==> src/rtl/apb_reg_write_arbiter_pkg.sv <==
// apb_reg_write_arbiter_pkg
// Shared configuration for the APB register bank and its write-side arbiter:
// the APB data width, the register-bank geometry, and a small helper used
// for the contention counter.
// No ports (package).
package apb_reg_write_arbiter_pkg;

    localparam int APB_DATA_WIDTH = 32;

    // Register-bank geometry, used by the bank and by every writer of it.
    localparam int BANK_REG_NUM = 8;
    localparam int BANK_AW      = $clog2(BANK_REG_NUM);

    // Upper bound on the number of write requesters sharing the bank port.
    localparam int MAX_REQ_NUM  = 8;

    // True when two or more bits of v are set. Clearing the lowest set bit
    // leaves something behind only if another bit was set.
    function automatic logic two_or_more(input logic [MAX_REQ_NUM-1:0] v);
        return (v & (v - MAX_REQ_NUM'(1))) != '0;
    endfunction

endpackage

==> src/rtl/apb_reg_write_arbiter_rr_pick.sv <==
// apb_reg_write_arbiter_rr_pick
// Purely combinational round-robin priority picker. Starting just after
// the previously granted index and wrapping modulo N, it selects the first
// asserted request. Reusable by any shared-port controller.
// Ports:
//   req   in   N    request vector
//   last  in   IW   index granted most recently
//   gnt   out  N    one-hot grant (all zero when no request)
//   idx   out  IW   encoded grant index (0 when no request)
module apb_reg_write_arbiter_rr_pick #(
    parameter  int N  = 2,
    localparam int IW = (N > 1) ? $clog2(N) : 1
) (
    input  logic [N-1:0]  req,
    input  logic [IW-1:0] last,
    output logic [N-1:0]  gnt,
    output logic [IW-1:0] idx
);

    logic [IW-1:0] cand;

    // Scan from the furthest candidate back to the nearest one; the last hit
    // written is therefore the nearest pending index after 'last'.
    always_comb begin
        gnt  = '0;
        idx  = '0;
        cand = '0;
        for (int k = N; k >= 1; k--) begin
            cand = IW'((int'(last) + k) % N);
            if (req[cand]) begin
                gnt       = '0;
                gnt[cand] = 1'b1;
                idx       = cand;
            end
        end
    end

endmodule

==> src/rtl/apb_reg_write_arbiter.sv <==
// apb_reg_write_arbiter
// Shares the register bank's single write port among REQ_NUM requesters.
// Each requester has a one-entry holding slot behind a valid/ready
// handshake; pending slots are served round-robin, so an accepted write is
// never dropped. The bank-side write is registered.
// Ports:
//   clk           in   1           system clock, rising edge
//   resetn        in   1           asynchronous active-low reset
//   req_valid     in   REQ_NUM     per-requester write request
//   req_ready     out  REQ_NUM     slot can accept this cycle
//   req_addr      in   REQ_NUM*AW  packed register index, requester i at [i*AW +: AW]
//   req_wdata     in   REQ_NUM*DW  packed write data, requester i at [i*DW +: DW]
//   req_done      out  REQ_NUM     requester i's write is on the bank port this cycle
//   reg_wen       out  1           bank write enable
//   reg_waddr     out  AW          bank write index
//   reg_wdata     out  DW          bank write data
//   conflict_cnt  out  CNT_W       saturating count of cycles with >= 2 slots pending
module apb_reg_write_arbiter
    import apb_reg_write_arbiter_pkg::*;
#(
    parameter  int REQ_NUM = 2,
    parameter  int REG_NUM = BANK_REG_NUM,
    parameter  int DW      = APB_DATA_WIDTH,
    parameter  int CNT_W   = 16,
    localparam int AW      = $clog2(REG_NUM),
    localparam int IW      = $clog2(REQ_NUM)
) (
    input  logic                  clk,
    input  logic                  resetn,
    input  logic [REQ_NUM-1:0]    req_valid,
    output logic [REQ_NUM-1:0]    req_ready,
    input  logic [REQ_NUM*AW-1:0] req_addr,
    input  logic [REQ_NUM*DW-1:0] req_wdata,
    output logic [REQ_NUM-1:0]    req_done,
    output logic                  reg_wen,
    output logic [AW-1:0]         reg_waddr,
    output logic [DW-1:0]         reg_wdata,
    output logic [CNT_W-1:0]      conflict_cnt
);

    logic [REQ_NUM-1:0] pend;
    logic [AW-1:0]      addr_q [REQ_NUM];
    logic [DW-1:0]      data_q [REQ_NUM];
    logic [IW-1:0]      last;
    logic [REQ_NUM-1:0] gnt;
    logic [IW-1:0]      gnt_idx;

    // Grant depends only on registered state, so req_ready never has a
    // combinational path from req_valid.
    apb_reg_write_arbiter_rr_pick #(
        .N (REQ_NUM)
    ) u_rr_pick (
        .req  (pend),
        .last (last),
        .gnt  (gnt),
        .idx  (gnt_idx)
    );

    // A slot being drained this cycle can be refilled on the same edge,
    // which lets a lone requester stream one write per cycle.
    assign req_ready = ~pend | gnt;

    always_ff @(posedge clk or negedge resetn) begin
        if (!resetn) begin
            pend         <= '0;
            last         <= IW'(REQ_NUM - 1);
            reg_wen      <= 1'b0;
            reg_waddr    <= '0;
            reg_wdata    <= '0;
            req_done     <= '0;
            conflict_cnt <= '0;
            for (int i = 0; i < REQ_NUM; i++) begin
                addr_q[i] <= '0;
                data_q[i] <= '0;
            end
        end else begin
            // Accept takes precedence over the clear from a same-edge grant.
            for (int i = 0; i < REQ_NUM; i++) begin
                if (req_valid[i] && req_ready[i]) begin
                    pend[i]   <= 1'b1;
                    addr_q[i] <= req_addr[i*AW +: AW];
                    data_q[i] <= req_wdata[i*DW +: DW];
                end else if (gnt[i]) begin
                    pend[i] <= 1'b0;
                end
            end

            if (|gnt) begin
                last      <= gnt_idx;
                reg_wen   <= 1'b1;
                reg_waddr <= addr_q[gnt_idx];
                reg_wdata <= data_q[gnt_idx];
            end else begin
                reg_wen   <= 1'b0;
            end
            req_done <= gnt;

            if (two_or_more(MAX_REQ_NUM'(pend)) && (conflict_cnt != '1)) begin
                conflict_cnt <= conflict_cnt + CNT_W'(1);
            end
        end
    end

endmodule
==> config.mk <==
export PLATFORM = sky130hd
export DESIGN_NAME = apb_reg_write_arbiter
export DESIGN_NICKNAME = d
export VERILOG_FILES = /design/src/rtl/apb_reg_write_arbiter_pkg.sv /design/src/rtl/apb_reg_write_arbiter_rr_pick.sv /design/src/rtl/apb_reg_write_arbiter.sv
export SDC_FILE = /design/constraint.sdc
export NUM_CORES = 1
export LEC_CHECK = 0
export CAP_MARGIN = 5
export CELL_PAD_IN_SITES_DETAIL_PLACEMENT = 1
export CELL_PAD_IN_SITES_GLOBAL_PLACEMENT = 1
export CORE_ASPECT_RATIO = 0.7
export CORE_UTILIZATION = 41
export CTS_BUF_LIST = sky130_fd_sc_hd__clkbuf_2 sky130_fd_sc_hd__clkbuf_4 sky130_fd_sc_hd__clkbuf_8
export CTS_CLUSTER_DIAMETER = 100
export DETAILED_ROUTE_END_ITERATION = 10
export PLACE_DENSITY = 0.92
export SYNTH_ARGS = -nofsm -noshare
export SYNTH_HDL_FRONTEND = slang
export SYNTH_SLANG_ARGS = --single-unit
==> constraint.sdc <==
create_clock -name clk -period 2.13 [get_ports clk]
set_input_delay 0.5325 -clock clk [delete_from_list [all_inputs] [get_ports clk]]
set_output_delay 0.5325 -clock clk [all_outputs]
set_load 0.005 [all_outputs]
==> run summary <==
Maximum vdd drop - 511 uV
Die width - 140 um
Power density over the cells - 1270 mW/mm^2
Setup violators final - 0
Met1 wire length - 6510 um
Final HPWL DP - 10,100 um
Largest net degree at the start of global routing - 46
CP delay by family, top - buffers and inverters
Insertion delay to the later sink of the worst-skew pair - 440 ps
Largest area contributor in the synthesized netlist - dfrtp_1
Synth top area share - 57.9%
Clock-pin slew on the worst setup and hold paths - 80 ps
Detailed Route WL - 15,200 um
Clock share of power - 28.0%
Row count - 34
Sw Share - 29.7%
Crit start category - register
Chip height - 98.4 um
DR DRC count - 0
Area after DPL - 0.00701 mm^2
CP Capture Type - output pin
Required time of the critical path - 1600 ps
Crit Path Max Fanout - 6
Routed Antenna Nets - 0
CP arrival - 1510 ps
Storage cell area - 0.00318 mm^2
Final worst slack - 85.1 ps
Vias in the first global route - 4,520
Proportion of layout cells with a drive suffix above 1 - 29.7%
Slew headroom - 67.3%
Worst Tran Pin Value - 486 ps
Gate power share - 32.4%
Fill count - 1,258
Seq pwr share - 39.6%
Via density - 5.30
CTS H-tree lvls - 4
Met2 routed WL - 7630 um
Slowest-stage cell, CP - clkdlybuf4s50_1
Crit Path Class - reg -> out
Clock skew - 13.9 ps
Core Area - 0.0127 mm^2
# diodes - 0
DR vias - 3,925
Io pins - 130
Final Cell Area - 0.00753 mm^2
Die footprint - 0.0138 mm^2
Multi-input logic area - 0.00216 mm^2
Worst Hold Class - in -> async
Main synth FF type - dfrtp_1
CTS buffer count - 17
CTS tree - yes
Max layer used - met4
Sequential area share after synthesis - 58.4%
Period minus WS final - 2040 ps
Fin crit share - 96.0%
Setup_tns - 0 ps
Final Hold Fails - 0
Outcome - finished, final reports clean
Initial Utilization - 43.0%
Hold slack final - 50.5 ps
First-pass GRT wire length - 24,900 um
Mapped Nets - 499
RSZ-0062 raised after global routing - no
Peak Freq - 489 MHz
Post-synth EDFFs - 0
Mean post-synth cell area - 12.8 um^2
Async SR Flop Fraction - 100%
Clock sink count - 127
Area Growth Syn to Fin - 38.2%
WL met3 - 838 um
Total gr overflow - 0
Detailed Routing Iterations Pass 1 - 4
Leak Pwr - 3.18 nW
Synthesized flop and latch total - 127
Synth unique cells - 39
Initial antenna violation count - 0
Port buffer count - 129
Yosys warns - 0
Switching power - 2.85 mW
Routed wire per std cell - 20.5 um
Post-Place Worst Slack - 251 ps
Pins Over Slew Limit - 0
Net count, final - 641
Most common cell in the synthesized netlist - dfrtp_1
Post-synth top cells - dfrtp_1, mux2_2, nor2_1
Iteration-0 DRC Markers - 76
GP Congestion - 0.769
Max incr delay on CP - 570 ps
CP Buf/Inv Count - 1
Aggregate global-route resource usage - 24.1%
CTS root buffer - clkbuf_8
Max_cap viols - 0
Ranking of synthesized cells by area - dfrtp_1, mux2_2, nor2_1, o22ai_1, xor2_1
CP Cell Sequence - clkdlybuf4s50_1
Clock Tree Buf Depth - 2
Synth Instances - 424
Pint - 6.73 mW
Synthesized area - 0.00545 mm^2
==> metal layers <==
metal,vias to the layer above,global-route usage [%]
li1,1787,-
met1,2018,29.1
met2,102,41.3
met3,18,7.73
met4,0,7.19
met5,-,0
==> registers in the layout, indices dropped and copies added (netlist names) <==
register      cells
reg_wdata        32
data_q           64
reg_wen           1
addr_q            6
last              1
pend              2
reg_waddr         3
req_done          2
conflict_cnt     16
==> cells by family after synthesis <==
| family | share of synthesized area, % |
|---|---|
| compound gates | 4.98 |
| xor+xnor | 2.25 |
| fa+ha+maj | 0.230 |
| buf+inv | 2.14 |
| flops | 58.4 |
| mux | 21.9 |
| simple gates | 10.1 |
==> cells in the final DEF, fill, tap and decap left out, types with 3 or more instances in the layout <==
cell,instances
nand2_1,4
buf_4,11
dfrtp_1,125
clkdlybuf4s50_1,126
xor2_1,12
nand3_1,4
a211oi_1,3
inv_1,4
clkbuf_8,19
buf_12,5
o22ai_1,35
nor2_1,73
nor4_1,3
mux2_2,106
bufinv_16,7
nand2_2,3
clkinv_2,3
==> what timing repair did <==
action	4_1_cts	5_1_grt
hold buffers	0	0
setup buffers	1	0
gates resized for setup	3	0
setup endpoints to repair	2	0
endpoints found under the hold margin	0	0
==> path summary, 6_finish.rpt <==
path                       slack (ps)  depth (start not counted)              end            start
setup / recovery                   90                          1  conflict_cnt[3]  conflict_cnt[3]
hold / removal                     50                          1       data_q[26]           resetn
setup reg to reg                  300                          6    reg_wdata[15]          pend[1]
hold reg to reg                   510                          1       data_q[42]       data_q[42]
max in group asynchronous        1460                          2    reg_wdata[21]           resetn
min in group clk                  510                          1       data_q[42]       data_q[42]
==> stage by stage <==
stage                     util (%)  cells  total power [mW]
after floorplan                  -    424              5.23
after global placement        55.3    708              6.68
after detailed placement      55.3    708              6.91
after CTS                     59.4    741              9.68
after global routing          59.4    741              10.1
final                         59.4    741              9.58
==> power by group through the flow <==
stage	registers, mW	logic [mW]	clock network (mW)
2_1_floorplan	3.69	1.54	0
3_5_place_dp	3.82	3.09	0
4_1_cts	3.79	3.15	2.74
6_report	3.79	3.11	2.68
5_1_grt	3.89	3.36	2.83
3_3_place_gp	3.75	2.93	0
==> cell type report <==
| cell class | instances | share of cell area [%] |
|---|---|---|
| clock buffer | 21 | 3.67 |
| clock inverter | 11 | 3.11 |
| inverter | 4 | 0.199 |
| multi-input combinational | 272 | 28.7 |
| sequential | 127 | 42.2 |
| tap | 162 | 2.69 |
| timing repair buffer | 144 | 19.4 |
No activity file was read; power rests on OpenSTA's default activity.
